===== config.mk =====
export PLATFORM = sky130hd
export DESIGN_NAME = dec_onehot_seq
export DESIGN_NICKNAME = d
export VERILOG_FILES = /design/src/rtl/dec_onehot_seq.sv
export SDC_FILE = /design/constraint.sdc
export NUM_CORES = 1
export LEC_CHECK = 0
export ABC_AREA = 0
export CAP_MARGIN = 20
export CORE_AREA = 2 2 39 41
export DETAILED_ROUTE_END_ITERATION = 10
export DIE_AREA = 0 0 41 43
export GPL_TIMING_DRIVEN = 0
export HOLD_SLACK_MARGIN = 0.05
export SYNTH_ARGS = -nofsm -noshare
export SYNTH_HDL_FRONTEND = slang
export SYNTH_SLANG_ARGS = --single-unit

===== constraint.sdc =====
create_clock -name clk -period 1.27 [get_ports clk]
set_input_delay 0.3175 -clock clk [delete_from_list [all_inputs] [get_ports clk]]
set_output_delay 0.3175 -clock clk [all_outputs]
set_load 0.01 [all_outputs]

===== src/rtl/dec_onehot_seq.sv =====
// dec_onehot_seq: registered one-hot decoder behind a single valid/ready slot.
// Define DEC_SCAN_EN to add the rotating scan mode (idx counter, mode-edge detect).
module dec_onehot_seq #(
    parameter int N    = 3,
    parameter int OUTS = 8
) (
    input  logic            clk,
    input  logic            rst_n,
    input  logic            in_valid,
    output logic            in_ready,
    input  logic [N-1:0]    in,
    input  logic            mode,
    output logic            out_valid,
    input  logic            out_ready,
    output logic [OUTS-1:0] out,
    output logic            err
);

    localparam logic [N:0] LP_OUTS = (N+1)'(OUTS);

    logic            r_valid;
    logic            r_err;
    logic [OUTS-1:0] r_out;

    logic            w_free;
    logic            w_in_rng;
    logic            w_dec_load;
    logic            w_scan_load;
    logic [OUTS-1:0] w_dec_hot;
    logic [OUTS-1:0] w_scan_hot;
    logic            w_nxt_valid;
    logic            w_nxt_err;
    logic [OUTS-1:0] w_nxt_out;

    assign w_free   = !r_valid || out_ready;
    assign w_in_rng = ({1'b0, in} < LP_OUTS);

    // Out-of-range codes match no bit, so the pattern is naturally all-zero.
    always_comb begin
        w_dec_hot = '0;
        for (int i = 0; i < OUTS; i++)
            w_dec_hot[i] = ({1'b0, in} == (N+1)'(i));
    end

`ifdef DEC_SCAN_EN
    logic [N-1:0] r_idx;
    logic         r_prev_mode;
    logic [N-1:0] w_idx_eff;
    logic [N-1:0] w_idx_nxt;

    // A rising mode edge restarts the scan even if the slot is stalled.
    assign w_idx_eff   = (mode && !r_prev_mode) ? '0 : r_idx;
    assign w_scan_load = mode && w_free;
    assign in_ready    = w_free && !mode;

    always_comb begin
        w_scan_hot = '0;
        for (int i = 0; i < OUTS; i++)
            w_scan_hot[i] = (w_idx_eff == N'(i));
    end

    always_comb begin
        w_idx_nxt = w_idx_eff;
        if (w_scan_load)
            w_idx_nxt = (w_idx_eff == N'(OUTS-1)) ? '0 : w_idx_eff + 1'b1;
    end

    always_ff @(posedge clk or negedge rst_n) begin
        if (!rst_n) begin
            r_idx       <= '0;
            r_prev_mode <= 1'b0;
        end else begin
            r_idx       <= w_idx_nxt;
            r_prev_mode <= mode;
        end
    end
`else
    logic w_unused_mode;

    assign w_unused_mode = mode;
    assign w_scan_load   = 1'b0;
    assign w_scan_hot    = '0;
    assign in_ready      = w_free;
`endif

    assign w_dec_load = in_valid && in_ready;

    always_comb begin
        w_nxt_valid = r_valid;
        w_nxt_err   = r_err;
        w_nxt_out   = r_out;
        if (w_scan_load) begin
            w_nxt_valid = 1'b1;
            w_nxt_err   = 1'b0;
            w_nxt_out   = w_scan_hot;
        end else if (w_dec_load) begin
            w_nxt_valid = 1'b1;
            w_nxt_err   = !w_in_rng;
            w_nxt_out   = w_dec_hot;
        end else if (w_free) begin
            w_nxt_valid = 1'b0;
            w_nxt_err   = 1'b0;
            w_nxt_out   = '0;
        end
    end

    always_ff @(posedge clk or negedge rst_n) begin
        if (!rst_n) begin
            r_valid <= 1'b0;
            r_err   <= 1'b0;
            r_out   <= '0;
        end else begin
            r_valid <= w_nxt_valid;
            r_err   <= w_nxt_err;
            r_out   <= w_nxt_out;
        end
    end

    assign out_valid = r_valid;
    assign err       = r_err;
    assign out       = r_out;

endmodule


==> results by group, run 1 <==
Synthesis
  – XOR/XNOR Fraction of Synth Area: 0
  – Synthesized Nets: 45
  – Mapped Area: 432 um^2
  – Mux share of post-synthesis cell area: 0
  – Top-area cell type share of the netlist area: 0.522
  – Synth Area in Adders: 0
  – Post-synthesis compound-gate area fraction: 0.145
  – Synth Register Bits: 9
  – Seq/Total Area, Yosys: 0.522
  – Synth Area in Simple Gates: 0.246
  – Synth area leader: dfrtp_1
  – Post-Synthesis Cells: 37
  – YS warnings: 0
  – Syn_area_per_cell: 11.7 um^2
  – Largest family of logic cells by synthesized area: simple AND/OR/NAND/NOR gates
  – Distinct cells, synth: 12
  – Dominant cells by area after synthesis: dfrtp_1 (52%), nand3b_1 (14%), o31ai_1 (10%), buf_6 (5.2%), nand2b_1 (4.3%)

Final layout
  – Share of cells above drive strength 1: 0.283
  – P&R area growth vs syn: 58.3%
  – Fin area: 683 um^2
  – Antenna diodes: 0
  – Reg area: approximately 230 um^2
  – Fin nets: 69
  – Area of the multi-input gates: just over 200 um^2
  – Commonest non-fill, non-tap cell in the layout: dfrtp_1
  – Most frequent cells in the layout: dfrtp_1 (9), nand3b_1 (8), dlygate4sd2_1 (6)
  – # fillers: approximately 130

Timing
  – Final Cycle Share: 1.07
  – Hold Violations, Final: 0
  – Setup TNS: -0.0922 ns
  – RSZ-0062 raised after global routing: true
  – Final min period: 1.36 ns
  – F_max: approximately 730 MHz
  – Clk_skew: between 0.008 and 0.009 ns
  – Final setup margin: -0.0922 ns
  – Slew Limit Fails: 0
  – Final setup fails: 1

Global route
  – Largest net degree at the start of global routing: 10
  – Vias in the first global route: approximately 360
  – Antenna violations before repair: 0
  – Total grt overflow: 0
  – Total GRT Usage: 0.136
  – First-pass GRT wire length: 1560 um

Die
  – Initial Utilization: 0.312
  – # IOs: 19
  – Core Box Area: 0.00138 mm^2
  – Die Width: 41 um
  – Full die area: 0.00176 mm^2
  – # rows: 14
  – Chip height: 43 um

Power
  – Leakage power: between 0.3 and 0.4 nW
  – Clock power share: 0.336
  – Seq pwr share: 0.470
  – Psw: 0.000164 W
  – Int Power: ~0.00048 W
  – PwrDens: roughly 950 mW/mm^2
  – Sw Ratio: 0.253
  – Peak VDD IR: around 500 uV
  – Comb power frac: 0.194

Worst setup path
  – Crit-path slowest cell: dfrtp_1
  – Reg2Reg Setup Slack: about 0.02 ns
  – Worst R2R End: out[3]
  – CP cell instances: buf_6 -> nor2b_4 -> inv_1 -> buf_2
  – Arrival time at the worst endpoint: between 1 and 1.5 ns
  – Worst Path Buf+Inv: 3
  – CP max stage delay: around 0.38 ns
  – R2R depth: 5
  – Kind of critical path: register to output port
  – Worst reg2reg startpoint: out_valid
  – CP Capture Type: output port
  – CP max FO: 2
  – CP Launch Type: register
  – Critical path's top delay family: flip-flops
  – Critical Path RT: around 0.95 ns

Outcome
  – Failing checks: negative setup slack
  – Status: finished with violations

Drt
  – Iter 0 DRT Violations: 7
  – DRT Pass-1 Iters: 4
  – Vias per inst: 4.91
  – Met3 Wirelength: about 46 um
  – Via count: between 300 and 400
  – Met2 wire len: roughly 470 um
  – Met1 WL: 459 um
  – DRT Wirelength: ~1000 um
  – DR top layer: met4
  – Routed Antenna Nets: 0
  – Drt wl/cell: around 13 um
  – Post-route DRC: 0

Clock tree
  – Clock latency at the later pin of the worst-skew pair: approximately 0.26 ns
  – Clock transition at path regs: roughly 0.060 ns
  – Hold buffers post-CTS: 0
  – TritonCTS Sinks: 9
  – TritonCTS buffer count: 3
  – CTS root buf: clkbuf_4
  – Maximum clock insertion buffer count: 2
  – CTS H-tree depth: 1
  – CTS tree: built

Placed design
  – Port Buf Inserts: 16
  – Placed Area: between 600 and 700 um^2
  – Gpl congestion: roughly 0.67

Run
  – MaxCap Viol Count: 0

Min path
  – Worst Hold Class: input pin to async pin
[Yosys cell counts]
cell,number
inv_1,1
buf_4,1
nand2_1,2
conb_1,1
dfrtp_1,9
nor2b_4,1
or2_1,1
o41ai_1,2
nand3b_1,8
o31ai_1,6
nand2b_1,3
buf_6,2
[power groups by stage]
stage | Clock, W | Sequential [W] | Combinational [W]
6_report | 0.000218 | 0.000304 | 0.000125
5_1_grt | 0.000249 | 0.000305 | 0.000135
4_1_cts | 0.000228 | 0.000304 | 0.000107
3_5_place_dp | 0 | 0.000310 | 0.000118
3_3_place_gp | 0 | 0.000309 | 0.000117
2_1_floorplan | 0 | 0.000315 | 0.0000457
[per-layer routing]
metal	global-route usage	vias up
li1	-	178
met1	0.178	178
met2	0.184	13
met3	0.0314	4
met4	0.100	0
met5	0	-
[state kept, by name, indices dropped and copies added, names as in the netlist]
register   cells
out            8
out_valid      1
[area by class of cell]
| type | instances | area share |
|---|---|---|
| multi-input cells | 24 | 0.304 |
| flip-flops and latches | 9 | 0.330 |
| clock buffers | 4 | 0.0385 |
| repair buffers | 20 | 0.266 |
| well taps | 16 | 0.0293 |
| inverters | 1 | 0.00549 |
| plain buffers | 2 | 0.0275 |
[how the worst max path moves through the flow]
stage                           to  slack (ns)  cells past startpoint  startpoint
after floorplan           in_ready        0.09                      4   out_valid
after global placement    in_ready       -0.79                      5   out_ready
after detailed placement  in_ready       -0.79                      5   out_ready
after CTS                 in_ready       -0.10                      4   out_valid
after global routing      in_ready       -0.15                      4   out_valid
final                     in_ready       -0.09                      4   out_valid
[cell families after synthesis]
logic type | Yosys count
other | 1
DFF | 9
buffers and inverters | 4
AOI/OAI and AO/OA | 8
and+or+nand+nor | 15
[per-stage QoR]
| step | utilization | cells | hold WS, ns | worst slack (ns) | power (W) |
|---|---|---|---|---|---|
| after CTS | 0.451 | 74 | 0.368 | -0.104 | 0.000639 |
| after global placement | 0.442 | 69 | 0.500 | -0.788 | 0.000426 |
| after detailed placement | 0.442 | 69 | 0.509 | -0.786 | 0.000427 |
| after global routing | 0.494 | 76 | 0.387 | -0.150 | 0.000689 |
| after floorplan | - | 37 | 0.0219 | 0.0901 | 0.000361 |
| final | 0.494 | 76 | 0.372 | -0.0922 | 0.000648 |
[repair_timing]
| action | in CTS | in global routing |
|---|---|---|
| pin swaps | 0 | 2 |
| endpoints found under the setup margin | 15 | 7 |
| gates resized for setup | 14 | 11 |
| setup buffers | 2 | 2 |
| cloned | 0 | 0 |
Power figures use the tool's default switching activity.
==> inputs of run 2 (changes only) <==
- ABC_CLOCK_PERIOD_IN_PS: not set -> 1270
==> results of run 2 <==
Final layout, timing and power as in run 1 (identical DEF).
==> inputs of run 3 (changes only) <==
- DONT_BUFFER_PORTS: not set -> 1
==> run 3 against run 2 <==
The flow still finishes with violations (negative setup slack). Final cell count down 22%. Clock skew is 0.0062 ns lower. Total power decreased by 6.9%. Wire length decreased by 3.7%. Sequential share of layout area is 8.6 points higher. Global-route usage decreased by 0.63 points. Die area stayed put. Fmax is 4.1% higher. Count of clock-buffer cells in the layout did not move. Register-to-register slack hardly changed. Critical endpoint unchanged.
==> results by group, run 3 (same netlist as run 1, synthesis figures left out) <==
Clock tree
  – CTS H-tree depth: 1
  – TritonCTS buffer count: 3
  – TritonCTS Sinks: 9
  – Clock latency at the later pin of the worst-skew pair: around 0.26 ns
  – Maximum clock insertion buffer count: 2
  – CTS root buf: clkbuf_4
  – Clock transition at path regs: ~0.060 ns
  – CTS tree: built

Final layout
  – Most frequent cells in the layout: dfrtp_1 (9), nand3b_1 (8), o31ai_1 (4)
  – Finished Layout Cells: 59
  – Share of cells above drive strength 1: 0.302
  – P&R area growth vs syn: 25.5%
  – Util after Layout: 0.392
  – Antenna diodes: 0
  – Largest register FFs: 8
  – Commonest non-fill, non-tap cell in the layout: dfrtp_1
  – Fin nets: 52

Die
  – Core Box Area: around 0.0014 mm^2
  – Full die area: roughly 0.0018 mm^2
  – Chip height: between 40 and 50 um
  – # IOs: 19
  – Die Width: 41 um
  – Initial Utilization: 0.312
  – # rows: 14

Drt
  – Post-route DRC: 0
  – DRT Pass-1 Iters: 4
  – Via count: 307
  – Vias per inst: 5.20
  – Iter 0 DRT Violations: 4
  – DRT Wirelength: just under 1000 um
  – Drt wl/cell: 16.3 um
  – Routed Antenna Nets: 0

Worst setup path
  – Kind of critical path: register to output port
  – CP Launch Type: register
  – CP Capture Type: output port
  – CP max FO: 2
  – Critical Path RT: about 0.95 ns
  – Arrival time at the worst endpoint: 0.99 ns

Timing
  – RSZ-0062 raised after global routing: true
  – F_max: approximately 760 MHz
  – Final min period: 1.31 ns
  – Hold Violations, Final: 0
  – Final setup margin: -0.0385 ns
  – Clk_skew: 0.00185 ns
  – Slew Limit Fails: 0
  – Final setup fails: 1
  – Final Cycle Share: 1.03

Global route
  – Vias in the first global route: 300
  – Antenna violations before repair: 0
  – First-pass GRT wire length: about 1400 um
  – Largest net degree at the start of global routing: 10
  – Total GRT Usage: 0.129
  – Total grt overflow: 0

Power
  – Leakage power: 0.246 nW
  – PwrDens: 1110 mW/mm^2
  – Peak VDD IR: approximately 430 uV
  – Clock power share: 0.358
  – Psw: between 0.0001 and 0.00015 W
  – Int Power: ~0.00045 W
  – Seq pwr share: 0.517
  – Comb power frac: 0.124
  – Sw Ratio: 0.248

Outcome
  – Status: finished with violations
  – Failing checks: negative setup slack

Placed design
  – Dpl cells: between 50 and 60
  – Port Buf Inserts: 0
  – Gpl congestion: roughly 0.68

Min path
  – Worst Hold Class: input pin to register

Run
  – MaxCap Viol Count: 0
## run 3: changes by cell type in the layout (fill, tap and decap cells not counted), sizes merged
| cell | delta |
|---|---|
| dlygate4sd2 | -6 |
| dlygate4sd3 | +1 |
| clkdlybuf4s50 | -5 |
| buf | -3 |
| clkdlybuf4s15 | -4 |
## run 3: through the flow
stage	hold WS (ns)	instance area, um^2	TNS [ns]	setup slack, ns	total power, W
6_report	0.160	542	-0.0385	-0.0385	0.000603
5_1_grt	0.144	542	-0.141	-0.0937	0.000645
3_3_place_gp	0.0221	452	0	0.0227	0.000370
4_1_cts	0.145	509	-0.0585	-0.0585	0.000608
3_5_place_dp	0.0221	452	0	0.0176	0.000371
2_1_floorplan	0.0219	432	0	0.0901	0.000361
## run 3: worst paths after layout
kind	startpoint	end	slack [ns]	cells after the start
max in group asynchronous	rst_n	out_valid	0.54	1
min in group asynchronous	rst_n	out[4]	0.43	1
worst max register to register	out_valid	out[0]	0.02	4
worst max-delay path	out_valid	in_ready	-0.04	3
worst min-delay path	in[0]	out[2]	0.16	1
worst min register to register	out[1]	out[1]	0.58	2
## run 3: layout make-up
type                            count  area [um^2]
Timing Repair Buffer                3         25.0
Tap cell                           16         20.0
Multi-Input combinational cell     24          220
Sequential cell                     9          225
Buffer                              2         18.8
Fill cell                         146          842
Clock buffer                        4         26.3
Inverter                            1         6.26
## run 3: critical path, stage by stage (launching register included)
cell and delay, ns:
dfrtp_1 0.41, buf_6 0.12, nor2b_4 0.16, inv_4 0.04
## run 3: power groups by stage
| stage | sequential (W) | clock, W | combinational (W) |
|---|---|---|---|
| after floorplan | 0.000315 | 0 | 0.0000457 |
| after global placement | 0.000317 | 0 | 0.0000530 |
| after detailed placement | 0.000317 | 0 | 0.0000537 |
| after CTS | 0.000312 | 0.000228 | 0.0000684 |
| after global routing | 0.000313 | 0.000250 | 0.0000818 |
| final | 0.000312 | 0.000216 | 0.0000750 |
## run 3: timing repair
action / CTS / global route
buffers inserted: 2 / 0
gates resized for setup: 4 / 4
hold buffers: 1 / 0
setup endpoints to repair: 1 / 4
hold endpoints to repair: 9 / 0
## run 3: layer usage
layer / routed length (um) / part of all wire / up-vias / track usage
met4: 10 / 0.010 / 0 / 0.120
met5: 0 / 0 / - / 0
li1: - / - / 145 / -
met2: 478 / 0.50 / 11 / 0.150
met1: 423 / 0.44 / 149 / 0.174
met3: 51 / 0.053 / 2 / 0.0471
